## src/rtl/fetch_ctrl.sv

```systemverilog
// -----------------------------------------------------------------------------
// fetch_ctrl
//
// Sequencing controller for the fetch/decode front end. It drives the PC
// register load enable and next-PC value and the IF/ID and ID/EX pipeline
// controls. It handles these cases:
//   - the fill after reset, which covers the latency of the synchronous ROM
//   - taken-branch redirects resolved in EX
//   - load-use hazards detected in ID
//   - the HALT opcode and the resume that follows it
//
// Parameters
//   PC_W         PC width
//   RESET_PC     value presented on new_pc while rst is asserted
//   HALT_OPCODE  ID opcode that halts fetch
//
// Ports
//   clk           in   core clock, rising edge
//   rst           in   asynchronous active-high reset
//   pc_count      in   current PC register value
//   id_opcode     in   opcode of the instruction in ID
//   id_rn, id_rm  in   source registers of the instruction in ID
//   ex_is_load    in   instruction in EX is a load
//   ex_rd         in   destination register of the instruction in EX
//   br_taken      in   branch in EX resolved taken (single-cycle pulse)
//   br_target     in   branch target, valid with br_taken
//   resume        in   restart fetch from HALT
//   pc_en         out  PC register load enable
//   new_pc        out  next PC value
//   if_id_stall   out  hold the IF/ID register
//   if_id_flush   out  load a NOP into IF/ID
//   id_ex_bubble  out  inject a NOP into ID/EX
//   halted        out  fetch halted
//   stall_cycles  out  count of stall cycles outside HALT (saturating)
//   flush_cycles  out  count of flush cycles (saturating)
//
// Optional feature: define FETCH_CTRL_PERF_EN to build the performance
// counters. If it is left undefined, both counter ports read 16'h0000.
// -----------------------------------------------------------------------------
module fetch_ctrl #(
    parameter int              PC_W        = 16,
    parameter logic [PC_W-1:0] RESET_PC    = '0,
    parameter logic [5:0]      HALT_OPCODE = 6'b111111
) (
    input  logic            clk,
    input  logic            rst,
    input  logic [PC_W-1:0] pc_count,
    input  logic [5:0]      id_opcode,
    input  logic [4:0]      id_rn,
    input  logic [4:0]      id_rm,
    input  logic            ex_is_load,
    input  logic [4:0]      ex_rd,
    input  logic            br_taken,
    input  logic [PC_W-1:0] br_target,
    input  logic            resume,
    output logic            pc_en,
    output logic [PC_W-1:0] new_pc,
    output logic            if_id_stall,
    output logic            if_id_flush,
    output logic            id_ex_bubble,
    output logic            halted,
    output logic [15:0]     stall_cycles,
    output logic [15:0]     flush_cycles
);

    typedef enum logic [1:0] {
        S_FILL     = 2'd0,
        S_RUN      = 2'd1,
        S_REDIRECT = 2'd2,
        S_HALT     = 2'd3
    } state_t;

    state_t r_state;
    state_t w_state_next;

    logic            w_lu;
    logic [PC_W-1:0] w_pc_inc;

    // A load to r0 never creates a hazard, because r0 is never really written.
    assign w_lu     = ex_is_load && (ex_rd != 5'd0) &&
                      ((ex_rd == id_rn) || (ex_rd == id_rm));
    // Sequential fetch wraps modulo 2^PC_W.
    assign w_pc_inc = pc_count + {{(PC_W-1){1'b0}}, 1'b1};

    // -------------------------------------------------------------------------
    // State register
    // -------------------------------------------------------------------------
    always_ff @(posedge clk or posedge rst) begin
        if (rst) begin
            r_state <= S_FILL;
        end else begin
            r_state <= w_state_next;
        end
    end

    // -------------------------------------------------------------------------
    // Next state and outputs
    // -------------------------------------------------------------------------
    always_comb begin
        w_state_next = r_state;
        pc_en        = 1'b0;
        new_pc       = w_pc_inc;
        if_id_stall  = 1'b0;
        if_id_flush  = 1'b0;
        id_ex_bubble = 1'b0;
        halted       = 1'b0;

        if (rst) begin
            // Outputs take their reset values as soon as rst is asserted,
            // without waiting for an edge.
            new_pc       = RESET_PC;
            if_id_flush  = 1'b1;
            id_ex_bubble = 1'b1;
            w_state_next = S_FILL;
        end else begin
            unique case (r_state)
                S_FILL: begin
                    // The first ROM read is in flight, so IF/ID holds no
                    // valid instruction yet.
                    pc_en        = 1'b1;
                    if_id_flush  = 1'b1;
                    id_ex_bubble = 1'b1;
                    w_state_next = S_RUN;
                end

                S_RUN: begin
                    if (br_taken) begin
                        // A redirect squashes the instruction in ID, even if
                        // that instruction is a HALT or has a hazard.
                        pc_en        = 1'b1;
                        new_pc       = br_target;
                        if_id_flush  = 1'b1;
                        id_ex_bubble = 1'b1;
                        w_state_next = S_REDIRECT;
                    end else if (w_lu) begin
                        // The bubble reaches EX on the next edge and clears
                        // the hazard, so this stall lasts exactly one cycle.
                        if_id_stall  = 1'b1;
                        id_ex_bubble = 1'b1;
                    end else if (id_opcode == HALT_OPCODE) begin
                        if_id_stall  = 1'b1;
                        id_ex_bubble = 1'b1;
                        w_state_next = S_HALT;
                    end else begin
                        pc_en        = 1'b1;
                    end
                end

                S_REDIRECT: begin
                    // This cycle covers the ROM read latency of the redirected
                    // fetch. EX holds a bubble here, so br_taken cannot be
                    // valid and is ignored.
                    pc_en        = 1'b1;
                    if_id_flush  = 1'b1;
                    id_ex_bubble = 1'b1;
                    w_state_next = S_RUN;
                end

                S_HALT: begin
                    halted       = 1'b1;
                    id_ex_bubble = 1'b1;
                    if (resume) begin
                        // Restarting fetch has the same ROM latency as a
                        // redirect, so the restart goes through S_REDIRECT.
                        // The flush replaces the stall, so the two are never
                        // asserted together.
                        pc_en        = 1'b1;
                        if_id_flush  = 1'b1;
                        w_state_next = S_REDIRECT;
                    end else begin
                        if_id_stall  = 1'b1;
                    end
                end

                default: begin
                    w_state_next = S_FILL;
                end
            endcase
        end
    end

    // -------------------------------------------------------------------------
    // Performance counters
    // -------------------------------------------------------------------------
`ifdef FETCH_CTRL_PERF_EN
    logic [15:0] r_stall_cycles;
    logic [15:0] r_flush_cycles;
    logic        w_count_stall;
    logic        w_count_flush;

    // Stalls while halted are idle time, not hazard cost, so they are not
    // counted.
    assign w_count_stall = if_id_stall && (r_state != S_HALT);
    assign w_count_flush = if_id_flush;

    always_ff @(posedge clk or posedge rst) begin
        if (rst) begin
            r_stall_cycles <= 16'h0000;
            r_flush_cycles <= 16'h0000;
        end else begin
            if (w_count_stall && (r_stall_cycles != 16'hFFFF)) begin
                r_stall_cycles <= r_stall_cycles + 16'h0001;
            end
            if (w_count_flush && (r_flush_cycles != 16'hFFFF)) begin
                r_flush_cycles <= r_flush_cycles + 16'h0001;
            end
        end
    end

    assign stall_cycles = r_stall_cycles;
    assign flush_cycles = r_flush_cycles;
`else
    assign stall_cycles = 16'h0000;
    assign flush_cycles = 16'h0000;
`endif

endmodule
```

## config.mk

```make
export PLATFORM = sky130hd
export DESIGN_NAME = fetch_ctrl
export DESIGN_NICKNAME = d
export VERILOG_FILES = /design/src/rtl/fetch_ctrl.sv
export SDC_FILE = /design/constraint.sdc
export NUM_CORES = 1
export LEC_CHECK = 0
export CORE_AREA = 2 2 69 58
export CTS_CLUSTER_SIZE = 16
export DETAILED_ROUTE_END_ITERATION = 12
export DIE_AREA = 0 0 71 60
export PLACE_DENSITY = 0.84
export REMOVE_ABC_BUFFERS = 1
export SLEW_MARGIN = 20
export SYNTH_ARGS = -nofsm -noshare
export SYNTH_HDL_FRONTEND = slang
export SYNTH_SLANG_ARGS = --single-unit
```

## constraint.sdc

```tcl
create_clock -name clk -period 3.8 [get_ports clk]
set_input_delay 0.76 -clock clk [delete_from_list [all_inputs] [get_ports clk]]
set_output_delay 0.76 -clock clk [all_outputs]
set_load 0.05 [all_outputs]
```

==> key figures <==
STA
  – Max_slew headroom: around 60%
  – RSZ-0062 raised after global routing: false
  – Period minus WS final: 3.60 ns
  – # setup viols final: 0
  – Final Hold Viols: 0
  – Worst Setup Slack, final: approximately 0.2 ns
  – Fmax: about 0.28 GHz
  – Fin Setup TNS: 0 ns
  – Slew @ Worst Pin: a little over 0.6 ns
  – Slew Viols, Final: 0
  – Hold slack final: 0.522 ns
  – Tcrit/Tclk final: 94.9%
  – Clock Skew: 0.00326 ns

Route
  – DRC Markers: 0
  – Detailed Route Iter0 Violations: 36
  – Per-cell routed wire length: around 12 um
  – Final wirelength: roughly 3200 um
  – ANT nets after route: 0
  – Pre-Repair DR Iteration Count: 6
  – Vias per inst: about 4.6
  – Via count: 1241

Cells and area
  – Ratio of cells with drive above 1 in the final layout: between 10% and 20%
  – Register bank with the most flops: r_state
  – Final nets: between 200 and 300
  – Design area: a little under 0.002 sq mm
  – Fin util: 53.0%
  – Syn-to-layout area delta: 83.5%
  – Largest registers: r_state x2
  – Antenna diode count: 0
  – Max FFs per register: 2

Floorplan
  – Initial Util: between 20 and 30%
  – Die W: 71 um
  – Core Box Area: between 0.003 and 0.004 sq mm
  – # rows: 20
  – Die footprint: approximately 0.0043 sq mm
  – Ports: roughly 110
  – Chip Height: 60 um

Power
  – Worst VDD drop: roughly 0.091 mV
  – Pwr dens: ~220 mW/mm^2
  – Leak Pwr: slightly below 0.8 nW

Clock network
  – H-Tree Depth: 1
  – CTS tree: yes
  – Worst-skew pair later-pin latency: about 0.21 ns
  – Clock transition at the registers of the reported paths: approximately 0.030 ns
  – Clock Path Buffers: 2
  – CTS root buffer: clkbuf_8
  – Clock sink count: 2
  – CTS buffer count: 3
  – Setup repair bufs after CTS: 0
  – Post_cts resized: 0
  – Post-CTS Hold Fix Bufs: 0

Logic synthesis
  – YS warnings: 0
  – Synthesized flop and latch total: 2
  – Synth Cell Area: between 0.001 and 0.0015 sq mm
  – Cells after Synth: approximately 150
  – Synth cell types: 33
  – Register area share after synthesis: 4.77%
  – Avg Inst Size Synth: between 6 and 7 sq um

Run
  – Max_cap viols: 0

Global route
  – Grt ovf: 0
  – Number of global-route vias before repair: ~1100
  – Largest net degree at the start of global routing: 32
  – Antenna violations before repair: 0
  – GRT Overall Usage: between 10% and 20%
  – First-pass GRT wire length: slightly below 5000 um

Place
  – GP Congestion: ~0.8
  – Hpwl dp: 2820 um
  – Area post-placement: 0.00188 sq mm
  – Worst slack at placement: 0.186 ns
  – Port Buffers: 78

Critical path
  – Flop-to-flop setup slack: 2.79 ns
  – CP max FO: 6
  – Setup crit end kind: output port
  – Crit path kind: in -> out
  – Startpoint types: input port
  – Worst EP arrival: roughly 2.8 ns
  – WP data required: ~3 ns

Outcome
  – Status: complete, no violations

Worst hold path
  – Worst Hold Class: reg -> reg
-- path summary, 6_finish.rpt --
path                              from  cells after the start    endpoint
setup / recovery           pc_count[0]                      6  new_pc[12]
hold / removal              r_state[0]                      1  r_state[0]
setup reg to reg            r_state[1]                      4  r_state[0]
hold reg to reg             r_state[0]                      1  r_state[0]
max in group asynchronous          rst                      3  r_state[1]
min in group asynchronous          rst                      3  r_state[0]
-- cell usage after synthesis, drive strengths merged --
| cell | number | area (sq um) |
|---|---|---|
| or4 | 1 | 7.51 |
| and4 | 2 | 20.0 |
| a31oi | 1 | 6.26 |
| nor2 | 22 | 82.6 |
| buf | 35 | 274 |
| and3 | 1 | 6.26 |
| nor3 | 4 | 30.0 |
| nand3 | 7 | 40.0 |
| a211oi | 10 | 75.1 |
| a21boi | 1 | 7.51 |
| conb | 1 | 3.75 |
| dfrtp | 2 | 50.1 |
| a311oi | 5 | 43.8 |
| or3 | 5 | 31.3 |
| inv | 4 | 15.0 |
| ha | 1 | 12.5 |
| clkbuf | 3 | 11.3 |
| xnor2 | 4 | 35.0 |
| nand4 | 4 | 40.0 |
| and2 | 1 | 6.26 |
| o21ai | 9 | 45.0 |
| nor2b | 3 | 18.8 |
| a22oi | 1 | 7.51 |
| a21oi | 3 | 15.0 |
| xor2 | 15 | 131 |
| nand2 | 8 | 32.5 |
-- critical path, cell delays in order --
cell and delay, ns:
clkdlybuf4s50_1 0.58, ha_1 0.30, nand3_2 0.17, or3_1 0.37, a311oi_1 0.46, buf_12 0.20
-- metal layers --
layer  GRT usage (%)  share of wire, %  up-vias
li1                -                 -      622
met1            16.3                39      557
met2            27.0                53       58
met3            3.71               6.4        4
met4            5.93               1.6        0
met5               0                 0        -
-- where the power goes --
group	switching, mW	internal [mW]	total, mW
Clock	0.0159	0.0669	0.0828
Combinational	0.187	0.125	0.312
Sequential	0.00159	0.0228	0.0244
Total	0.205	0.215	0.419
-- stage by stage --
stage               instances  power [mW]
floorplan                 146       0.192
global placement          269       0.333
detailed placement        269       0.337
CTS                       272       0.423
global route              272       0.443
finish                    272       0.419
-- layout make-up --
cell class | instances | area, sq um
Fill cell | 336 | 1700
Timing Repair Buffer | 79 | 948
Multi-Input combinational cell | 140 | 815
Tap cell | 44 | 55.1
Sequential cell | 2 | 50.0
Clock buffer | 3 | 41.3
Inverter | 4 | 15.0
-- cell usage in the layout, fill, tap and decap left out, types with 2 or more instances in the layout --
master / instances
nor3_2: 2
clkdlybuf4s50_1: 57
nor2b_1: 3
nand3_1: 6
a311oi_1: 5
nor3_1: 2
conb_1: 32
dfrtp_1: 2
a211oi_1: 10
a21oi_1: 3
nand4_1: 3
clkbuf_8: 3
xor2_1: 15
buf_4: 5
or3_1: 5
nor2_1: 22
o21ai_0: 3
nand2_1: 7
inv_1: 4
buf_12: 17
o21ai_1: 6
xnor2_1: 4
-- logic make-up (layout without fill, tap and decap cells) --
family / count (synthesis) / count (layout) / share of synthesized area (%)
DFF: 2 / 2 / 4.77
and+or+nand+nor: 58 / 58 / 30.1
xor gates and xnor gates: 19 / 19 / 15.9
AOI/OAI and AO/OA: 30 / 30 / 19.1
adders and majority gates: 1 / 1 / 1.19
buffers and inverters: 42 / 86 / 28.6
other: 1 / 32 / 0.358
Note: power is estimated with default switching activity, not from simulation.
==> patch 1, RTL diff (same flow settings) <==
The option `FETCH_CTRL_PERF_EN` is turned on by a define.
--- a/src/rtl/fetch_ctrl.sv
+++ b/src/rtl/fetch_ctrl.sv
@@ -39,2 +39,4 @@
 // -----------------------------------------------------------------------------
+`define FETCH_CTRL_PERF_EN
+
 module fetch_ctrl #(
Behaviour: not the same (Yosys sat finds a counterexample within 4 cycles, from zero or initial values and one cycle with rst high).
==> patch 1 against the unedited design <==
The flow now stops in 3_3_place_gp; area after synthesis up 120%.
==> patch 1: results (changes against the unedited design) <==
Yosys
  • Seq/Total Area, Yosys: 36.21% (was 4.773%)
  • Register bit count reported by yosys: 34 (was 2)
  • Post-synth cell types: 45 (was 33)
  • Post-synthesis area per instance: 9.179 µm² (was 6.853 µm²)
  • Synth top cells by count: dfrtp_1, nor2_1, xnor2_1, nand2_1, xor2_1 (was buf_4, nor2_1, xor2_1, a211oi_1, nand2_1)
  • Synth top area cells: dfrtp_1, xnor2_1, xor2_1 (was buf_4, xor2_1, nor2_1)
  • Warnings, synthesis: 0 (unchanged)
  • Fraction of registers with async set/reset: 100.0% (unchanged)

Placement
  • Buffers on Ports: 110 (was 78)

Status
  • Status: did not finish (was finished clean)
  • Stop Error: [ERROR GPL-0301] Utilization 103.258 % exceeds 100%.
  • Failed at: 3_3_place_gp
[patch 1: cell count changes after synthesis, sizes merged, moves of 5 or more]
| cell | change |
|---|---|
| dfrtp | +32 |
| nand3 | +15 |
| and3 | +5 |
| nor2 | +10 |
| or3 | -5 |
| o21ai | -8 |
| xor2 | +10 |
| nand2 | +17 |
| xnor2 | +25 |
| buf | -34 |
| a211oi | +6 |
[patch 1: cells by family after synthesis]
family / share of synthesized area [%]
AO/OA/AOI/OAI: 11.08
XOR/XNOR: 20.45
adder cells (fa/ha/maj): 1.598
buffers and inverters: 2.236
flip-flops: 36.21
multiplexers: 1.544
AND/OR/NAND/NOR: 26.89
==> patch 2, RTL diff (same flow settings) <==
Made on the original files. Re-encode `state_t` (4 states) as one-hot, 4 bits wide.
--- a/src/rtl/fetch_ctrl.sv
+++ b/src/rtl/fetch_ctrl.sv
@@ -65,7 +65,7 @@
 
-    typedef enum logic [1:0] {
-        S_FILL     = 2'd0,
-        S_RUN      = 2'd1,
-        S_REDIRECT = 2'd2,
-        S_HALT     = 2'd3
+    typedef enum logic [3:0] {
+        S_FILL     = 4'b0001,
+        S_RUN      = 4'b0010,
+        S_REDIRECT = 4'b0100,
+        S_HALT     = 4'b1000
     } state_t;
Function: no difference found for any inputs over 10 cycles, from zero or initial values and one cycle with rst high; not proved beyond that.
==> patch 2 against the unedited design <==
Setup slack gained 17 ps; first-iteration DRC count grew 140%; sequential cell count grew 2; final area grew 9.8%; area after synthesis grew 14%; core utilization grew 5.2 points; wire length grew 4.6%; total power grew 66%; via count grew 6.4%; worst hold slack gained 140 ps; combinational power grew 65%; critical endpoint unchanged; largest power group unchanged; highest routed layer unchanged.
==> patch 2: results (changes against the unedited design) <==
Status
  • Status: finished clean (unchanged)

Worst setup path
  • Worst R2R End: r_state[3] (was r_state[0])
  • Crit path to: new_pc[12] (unchanged)
  • R2R Path Start: r_state[3] (was r_state[1])
  • Setup slack, reg-to-reg: 2100 ps (was 2790 ps)
  • Worst Path Arrival: 2830 ps (was 2840 ps)
  • R2R depth: 5 (was 4)
  • Peak fanout along the critical path: 4 (was 6)
  • Critical path's largest stage delay: 530 ps (was 580 ps)

Yosys
  • XOR/XNOR share of the synthesized area: 19.73% (was 15.87%)
  • Cells after Synth: 178 (was 153)
  • Post-synthesis mux area share: 1.775% (was 0%)
  • Synth Area in Adders: 1.044% (was 1.193%)
  • Synth top cells by count: buf_4, nor2_1, xnor2_1, a211oi_1, nand2_1 (was buf_4, nor2_1, xor2_1, a211oi_1, nand2_1)
  • Seq/Total Area, Yosys: 8.455% (was 4.773%)
  • Top cell type's share of synthesized area: 20.04% (was 22.91%)
  • Synth top area cells: buf_4, xnor2_1, a211oi_1 (was buf_4, xor2_1, nor2_1)
  • Post-synth cell types: 35 (was 33)
  • Complex-gate fraction of the synthesized area: 17.33% (was 19.09%)

Placement
  • Cells after DPL: 292 (was 269)
  • Placed inst area: 2062 µm² (was 1883 µm²)
  • Placement Setup Slack: 157.8 ps (was 185.8 ps)
  • GPL Wtd Cong: 0.7798 (was 0.7965)
  • Hpwl dp: 2936 µm (was 2817 µm)

Global routing
  • Met2 Usage GRT: 26.44% (was 26.97%)
  • Met1 Resource Use GR: 19.25% (was 16.28%)
  • Total GRT Usage: 15.08% (was 14.63%)
  • Grt met3 use: 2.698% (was 3.710%)
  • Global-route wire length before repair: 5271 µm (was 4905 µm)
  • Vias in the first global route: 1182 (was 1124)

Routing
  • DR top layer: met4 (unchanged)
  • Wire length per cell: 11.43 µm (was 11.89 µm)
  • Routed wl met2: 1750 µm (was 1706 µm)
  • 1st-iter DRT viols: 87 (was 36)
  • First-pass DRT Iterations: 4 (was 6)
  • Via Count: 1321 (was 1241)
  • Metal1 wirelength: 1437 µm (was 1267 µm)
  • Routed length on met3: 149 µm (was 206 µm)
  • Routed WL: 3382 µm (was 3233 µm)

Clock network
  • Clock Latency Late Sink: 210 ps (about the same)
  • CTS Hold Bufs: 0 (unchanged)

Final layout
  • Final nets: 312 (was 289)
  • Share of post-route cells with drive strength above 1: 12.70% (was 13.60%)
  • Biggest regs: r_state (4) (was r_state (2))
  • Antenna Cells: 0 (unchanged)

Timing
  • WHS: 662.3 ps (was 522.2 ps)
  • Worst Skew: 2.426 ps (was 3.264 ps)
  • Fin crit period: 3587 ps (was 3605 ps)

Min path
  • Worst Hold Path EP: r_state[2] (was r_state[0])
  • Hold Path Origin: r_state[2] (was r_state[0])

Power
  • Peak VDD IR: 0.1903 mV (was 0.09069 mV)
  • Pleak: 0.8439 nW (was 0.7753 nW)
[patch 2: cell count changes after synthesis, sizes merged, moves of 2 or more]
cell    unedited run  this run
xnor2              4        19
nand2              8        16
xor2              15         8
a211oi            10        16
a311oi             5         0
clkbuf             3         7
nor3               4         8
o21ai              9         5
nor2b              3         0
or3                5         2
a211o              0         2
nand4              4         2
nor4               0         2
o22ai              0         2
[patch 2: power by group]
part           leakage [nW]  internal (mW)  switching (mW)
Clock                0.0228         0.0716          0.0218
Combinational         0.770          0.215           0.299
Sequential           0.0512         0.0577          0.0326
Total                 0.844          0.344           0.354
[patch 2: cell type report]
class / instances / area [µm²]
Inverter: 4 / 15.01
Multi-Input combinational cell: 160 / 927.1
Clock buffer: 4 / 45.04
Fill cell: 332 / 1516
Tap cell: 44 / 55.05
Timing Repair Buffer: 80 / 968.4
Sequential cell: 4 / 101.3
[patch 2: what timing repair did]
action,4_1_cts,5_1_grt
buffers inserted,0,0
endpoints found under the setup margin,0,1
resized for setup,0,1
